--- src/rtl/inport_debounce.sv ---
// Registered pin inputs, two-stage sampling, per-bit debounce and sticky rise/fall events.
// Optional INPORT_IRQ_EN adds a registered level interrupt from masked rise|fall bits.

module inport_debounce_bit #(
    parameter int   DEB_W      = 16,
    parameter int   DEB_CYCLES = 12000,
    parameter logic INIT_BIT   = 1'b1
) (
    input  logic clk,
    input  logic reset,
    input  logic pin_i,
    output logic rd_o,
    output logic rise_o,
    output logic fall_o
);
    localparam logic [DEB_W-1:0] LAST = DEB_W'(DEB_CYCLES - 1);
    localparam logic [DEB_W-1:0] ONE  = DEB_W'(1);

    logic             pin_q;
    logic             sync_q;
    logic             rd_q, rd_d;
    logic [DEB_W-1:0] cnt_q, cnt_d;
    logic             commit;

    // Stands in for the SB_IO input register; it has no reset and is packed into the IO cell.
    always_ff @(posedge clk) begin
        pin_q <= pin_i;
    end

    always_ff @(posedge clk) begin
        if (reset) begin
            sync_q <= 1'b0;
            rd_q   <= INIT_BIT;
            cnt_q  <= '0;
        end else begin
            sync_q <= pin_q;
            rd_q   <= rd_d;
            cnt_q  <= cnt_d;
        end
    end

    // Any sample that agrees with rd throws away the accumulated run.
    always_comb begin
        cnt_d  = cnt_q;
        rd_d   = rd_q;
        commit = 1'b0;
        if (sync_q == rd_q) begin
            cnt_d = '0;
        end else if (cnt_q >= LAST) begin
            cnt_d  = '0;
            rd_d   = sync_q;
            commit = 1'b1;
        end else begin
            cnt_d = cnt_q + ONE;
        end
    end

    assign rd_o   = rd_q;
    assign rise_o = commit & sync_q;
    assign fall_o = commit & ~sync_q;
endmodule

module inport_debounce #(
    parameter int               WIDTH      = 8,
    parameter int               DEB_W      = 16,
    parameter int               DEB_CYCLES = 12000,
    parameter logic [WIDTH-1:0] INIT       = 8'hFF
) (
    input  logic             clk,
    input  logic             reset,
    input  logic [WIDTH-1:0] pins,
    output logic [WIDTH-1:0] rd,
    output logic [WIDTH-1:0] rise,
    output logic [WIDTH-1:0] fall,
    input  logic             clr,
    input  logic [WIDTH-1:0] clr_mask,
    input  logic [WIDTH-1:0] irq_mask,
    output logic             irq
);
    logic [WIDTH-1:0] new_rise, new_fall;
    logic [WIDTH-1:0] rise_q, rise_d;
    logic [WIDTH-1:0] fall_q, fall_d;
    logic [WIDTH-1:0] clr_bits;

    for (genvar i = 0; i < WIDTH; i++) begin : g_bit
        inport_debounce_bit #(
            .DEB_W      (DEB_W),
            .DEB_CYCLES (DEB_CYCLES),
            .INIT_BIT   (INIT[i])
        ) u_bit (
            .clk    (clk),
            .reset  (reset),
            .pin_i  (pins[i]),
            .rd_o   (rd[i]),
            .rise_o (new_rise[i]),
            .fall_o (new_fall[i])
        );
    end

    // A new event on a bit wins over a clear of that bit in the same cycle.
    always_comb begin
        clr_bits = clr ? clr_mask : '0;
        rise_d   = (rise_q & ~clr_bits) | new_rise;
        fall_d   = (fall_q & ~clr_bits) | new_fall;
    end

    always_ff @(posedge clk) begin
        if (reset) begin
            rise_q <= '0;
            fall_q <= '0;
        end else begin
            rise_q <= rise_d;
            fall_q <= fall_d;
        end
    end

    assign rise = rise_q;
    assign fall = fall_q;

`ifdef INPORT_IRQ_EN
    logic irq_q;

    always_ff @(posedge clk) begin
        if (reset) begin
            irq_q <= 1'b0;
        end else begin
            irq_q <= |((rise_q | fall_q) & irq_mask);
        end
    end

    assign irq = irq_q;
`else
    logic unused_irq_mask;

    assign unused_irq_mask = ^irq_mask;
    assign irq             = 1'b0;
`endif
endmodule

--- config.mk ---
export PLATFORM = sky130hd
export DESIGN_NAME = inport_debounce
export DESIGN_NICKNAME = d
export VERILOG_FILES = /design/src/rtl/inport_debounce.sv
export SDC_FILE = /design/constraint.sdc
export NUM_CORES = 1
export LEC_CHECK = 0
export ABC_AREA = 1
export CAP_MARGIN = 15
export CORE_ASPECT_RATIO = 0.8
export CORE_MARGIN = 2
export CORE_UTILIZATION = 55
export DETAILED_ROUTE_END_ITERATION = 8
export PLACE_DENSITY = 0.75
export SLEW_MARGIN = 0
export SYNTH_ARGS = -nofsm -noshare
export SYNTH_HDL_FRONTEND = slang
export SYNTH_SLANG_ARGS = --single-unit
export TNS_END_PERCENT = 20
--- constraint.sdc ---
create_clock -name clk -period 3 [get_ports clk]
set_clock_uncertainty 0.05 [all_clocks]
set_input_delay 0.3 -clock clk [delete_from_list [all_inputs] [get_ports clk]]
set_output_delay 0.3 -clock clk [all_outputs]
set_load 0.1 [all_outputs]
### Yosys cells after proc, flatten, opt, wreduce, memory -nomap -nowiden

Index checks and enable logic that the tools add are counted.

* register bits: 168
* input port bits: 27

* add/sub/neg operators: 8
* $lt $le $gt $ge: 8
* equal/unequal tests: 8
* multiplexer cells: 17
* bitwise logic cells: 37
* reduce and logical (&&, ||, !) cells: 16

Operator list (count)
* $add A16 B1 Y16 const B: 8
* $ge A16 B14 Y1 const B: 8
* $reduce_or A3 Y1: 8
* $and A1 B1 Y1: 16
* $and A8 B8 Y8: 2
* $mux W1: 16
* $not A1 Y1: 16
* $or A8 B8 Y8: 2
* $reduce_and A2 Y1: 8
* $eq A1 B1 Y1: 8
* $mux W8: 1
* $not A8 Y8: 1

### Depth between registers and ports, before layout

* word-level depth: 5
* mapped depth: 11

### By module

A second synthesis with hierarchy kept.

* cells, all modules: 1061
* area total of the unflattened synthesis: 8254.2 um^2

By module, submodules not included
* inport_debounce_bit: times used 8, cells each 123, area an instance 947.2 um^2, sequential area each 380.4 um^2
* inport_debounce: times used 1, cells each 77, area an instance 676.9 um^2, sequential area each 320.3 um^2

### Least setup slack after synthesis

Ideal clock, no wire load.

* path type: reg2reg
* from: register g_bit[0].u_bit.cnt_q[0]
* to: register g_bit[0].u_bit.cnt_q[5]
* setup time: 61 ps
* arrival: 1428 ps
* required time: 2889 ps
* slack: 1461 ps
* cell stages (with the launch flop): 12
* buffers on the path: 2
* clock period less this slack: 1539 ps
* cell sequence: dfxtp_1 -> ha_1 -> nand2_2 -> inv_2 -> nand2_2 -> nand2_2 -> nand3_2 -> nand2_2 -> or2_1 -> buf_6 -> buf_12 -> nor2_4

* cells in the longest elaborated chain, start to end: 2

RTL lines
* start: declaration: line 22 `logic [DEB_W-1:0] cnt_q, cnt_d;`
* start signal: assignment: line 38 `cnt_q <= cnt_d;`
* $ge A16 B14 Y1: line 49 `end else if (cnt_q >= LAST) begin`
* $reduce_or A3 Y1 (no source line)

Parallel ways exist; a longest one is shown, timed or not.
A chain may end at the register's enable or synchronous reset.

### Worst setup path in the final report

* from: register g_bit[0].u_bit.cnt_q[0]
* to: register g_bit[0].u_bit.cnt_q[2]

Same word-level chain as after synthesis.

==> results.txt <==
The run finished with clean final reports. The mean routed wirelength per cell is 10.5 microns. The tools report the final antenna diode count as 0. Most common cell in the synthesized netlist: nand2_1.

The worst setup slack before clock tree synthesis is 0.881 ns. The number of sinks handled by clock tree synthesis came out at 168. The number of cells in the design after placement is 1188, and the power after layout is 4.96 mW. The detailed router's first-iteration violation count was 304. The minimum setup slack in the final design was 0.870 ns; the clock period minus worst slack was 2.13 ns. The tools report the number of buffers added to fix hold violations after cts as 0. Summing every instance area after synthesis gives 7160 sq um. The logs give 17 for the total CTS buffers and 0 ns for the final setup TNS.

Wires add up to 12.8 mm. The ratio of cells with drive above 1 in the final layout was 0.0852. The critical path is of the reg2reg type. The logs give 0 for the number of setup violations in the final report and 0.258 for the worst max-slew margin expressed relative to the limit. The first-pass GRT wire length is 22.6 mm, and the detailed-route via count is 5779.

The kind of end point of the critical path is a register. The max-cap violation count is 0. The run gives 0 as the number of hold-slack violations in the final timing report. In this run, synthesis inferred 0 flip-flops with an integrated enable. IR analysis of the VDD net gives a maximum drop of 0.505 mV. 52 I/O pins were placed. In this run the worst hold path is classified as in2reg. The cell count after synthesis came out at 975.

The first detailed-routing pass ran for 4 iterations. The ratio of total power to cell area came out at 598 nW/um^2. Of all cell types, the one taking the most synthesized area is dfxtp_1.

Synthesis instantiated 30 different standard cells from the library. The die covers 14000 sq um. Buffers placed on the I/O ports in this run total 42.

Number of nets in the final layout: 1067. Dividing the synthesized area by the synthesized cell count gives 7.34 sq um. The tools report the initial antenna violation count as 0. The tools report the initial cell density of the core as 0.560.

Setup repair after global routing left no endpoint under its margin. The share of synthesized flip-flops with an asynchronous set or reset is 0. For the share of synthesized area occupied by flip-flops and latches, the log shows 0.470. The tools report the antenna violation net count after detailed routing as 0. Clock tree synthesis selected as its root buffer the cell clkbuf_16. For this run the aggregate overflow at the end of global routing stands at 0. Area fraction of the dominant cell type after synthesis: 0.470. The logs give 5339 for the number of global-route vias before repair and 0 for the post-detailed-route DRC marker count. The final cycle utilization of the critical path works out to 0.710.

TritonCTS built the clock tree. The longest clock path from root to sink contains 2 buffers. The tools report the total routing usage reported by global routing as 0.199. The number of setup buffers added after CTS is 0. For this design the static power due to leakage is 3.13 nW.

The arrival time at the worst endpoint is 2.35 ns, and the die width is 132 microns. The number of instances resized during post-cts repair is 0. In this run, synthesis produced a sequential element count of 168. The run gives 0.42 ns as the clock latency on the worst-skew pair. The post-CTS clock slew at the launch and capture registers of the worst setup and hold paths was 0.07 ns; the post-detailed-route via-to-cell ratio was 4.74. The tools report the count of final max-slew check failures as 0. The warning count from the yosys run was 0.

Compared with the post-synthesis result, the final layout area differs by 15.9%. For this run, the number of standard cells in the final layout without fillers is 1220. Data on the critical path is required at its endpoint by 3.22 ns.

The largest fanout on the critical path works out to 14. The congestion estimate from routability-driven global placement came to 0.828. The largest net degree at the start of global routing is 33, and the measured slew at the worst slew-check pin is 1.11 ns. The run gives 469 MHz as the timing-limited maximum frequency. The number of cell rows was 37. The logs give 4 for the H-tree depth and 0.87 ns for the register-to-register setup slack. The vertical die dimension came out at 106 microns. The startpoint kind of the worst setup timing path is a register.

After synthesis, the most frequently instantiated cells are 196 x nand2_1, 185 x nor2_1, 168 x dfxtp_1, 123 x inv_1, 62 x nand3_1. For this run, the leading register cell type out of synthesis is dfxtp_1. The core box area is 12800 sq um.

Ranked by total cell area, the synthesized netlist is headed by dfxtp_1 47%, nand2_1 10%, nor2_1 9.7%, inv_1 6.4%, nand3_1 4.3%. The HPWL after detailed placement is 8.74 mm.
==> flip-flops by register name, summed over array words and instances (netlist names) <==
register            flops
fall                    8
g_bit.u_bit.cnt_q     128
rise                    8
g_bit.u_bit.rd_o        8
g_bit.u_bit.pin_q       8
g_bit.u_bit.sync_q      8
==> worst max-delay path: stages (launching register included) <==
cell and delay (ns):
dfxtp_1 0.36, ha_1 0.21, nand2_2 0.08, inv_2 0.05, nand2_2 0.05, nand2_2 0.06, nand3_2 0.09, nand2_2 0.10
or2_1 0.85, nor2_1 0.07
==> path summary, 6_finish.rpt <==
path	from	end	depth (start not counted)
worst min register to register	g_bit[5].u_bit.pin_q	g_bit[5].u_bit.sync_q	2
worst max-delay path	g_bit[0].u_bit.cnt_q[0]	g_bit[0].u_bit.cnt_q[2]	9
worst min-delay path	pins[4]	g_bit[4].u_bit.pin_q	1
worst max register to register	g_bit[0].u_bit.cnt_q[0]	g_bit[0].u_bit.cnt_q[2]	9
==> layer usage <==
metal | routed length [microns] | vias to the layer above | global-route usage | part of all wire
met3 | 404 | 18 | 0.0525 | 0.032
met2 | 5760 | 53 | 0.328 | 0.45
li1 | - | 3147 | - | -
met4 | 225 | 0 | 0.0839 | 0.018
met1 | 6390 | 2561 | 0.247 | 0.50
met5 | 0 | - | 0 | 0
==> cells by family after synthesis <==
| kind of cell | after synthesis | share of synthesized area |
|---|---|---|
| AO/OA/AOI/OAI | 95 | 0.0676 |
| XOR/XNOR | 44 | 0.0538 |
| buffers and inverters | 148 | 0.0872 |
| flip-flops | 168 | 0.470 |
| adder cells (fa/ha/maj) | 8 | 0.0140 |
| AND/OR/NAND/NOR | 511 | 0.307 |
| other | 1 | 0.000524 |
==> cell usage in the layout (no fill, tap or decap), types with 2 or more instances in the layout <==
master,Yosys,routed
ha_1,8,8
xor2_1,32,32
inv_1,123,123
inv_6,0,3
bufinv_16,0,4
nand2_2,5,5
clkbuf_16,0,17
a21oi_1,52,52
inv_2,3,3
xnor2_1,12,12
buf_4,10,26
nand4_1,13,13
clkdlybuf4s50_1,0,18
clkinv_4,0,2
nor3_1,23,23
clkinvlp_4,0,2
nand3_2,2,2
o21bai_1,2,2
nor2_4,10,10
conb_1,1,17
dfxtp_1,168,168
clkinv_2,0,3
or2_2,7,7
nand3_1,62,62
nand2_1,196,196
a31oi_1,2,2
nand3b_1,3,3
nor2_2,4,4
o21ai_0,37,37
nor2_1,185,185
==> metrics by stage <==
step / util / hold slack (ns) / area, sq um
4_1_cts: 0.649 / 0.249 / 8300
6_report: 0.649 / 0.264 / 8300
3_3_place_gp: 0.600 / 0.342 / 7660
2_1_floorplan: - / 0.278 / 7220
5_1_grt: 0.649 / 0.253 / 8300
3_5_place_dp: 0.600 / 0.343 / 7660
==> report_power, final <==
group / total (mW) / switching [mW] / internal, mW
sequential: 2.31 / 0.0265 / 2.28
combinational: 0.355 / 0.268 / 0.0873
clock: 2.30 / 0.878 / 1.42
total: 4.96 / 1.17 / 3.79
==> area by class of cell <==
cell class | instances | area, sq um
clock buffers | 18 | 439
clock inverters | 14 | 194
fillers | 1157 | 4480
inverters | 126 | 473
multi-input cells | 675 | 3230
flip-flops and latches | 168 | 3360
well taps | 175 | 219
repair buffers | 44 | 375
Power figures use the tool's default switching activity.
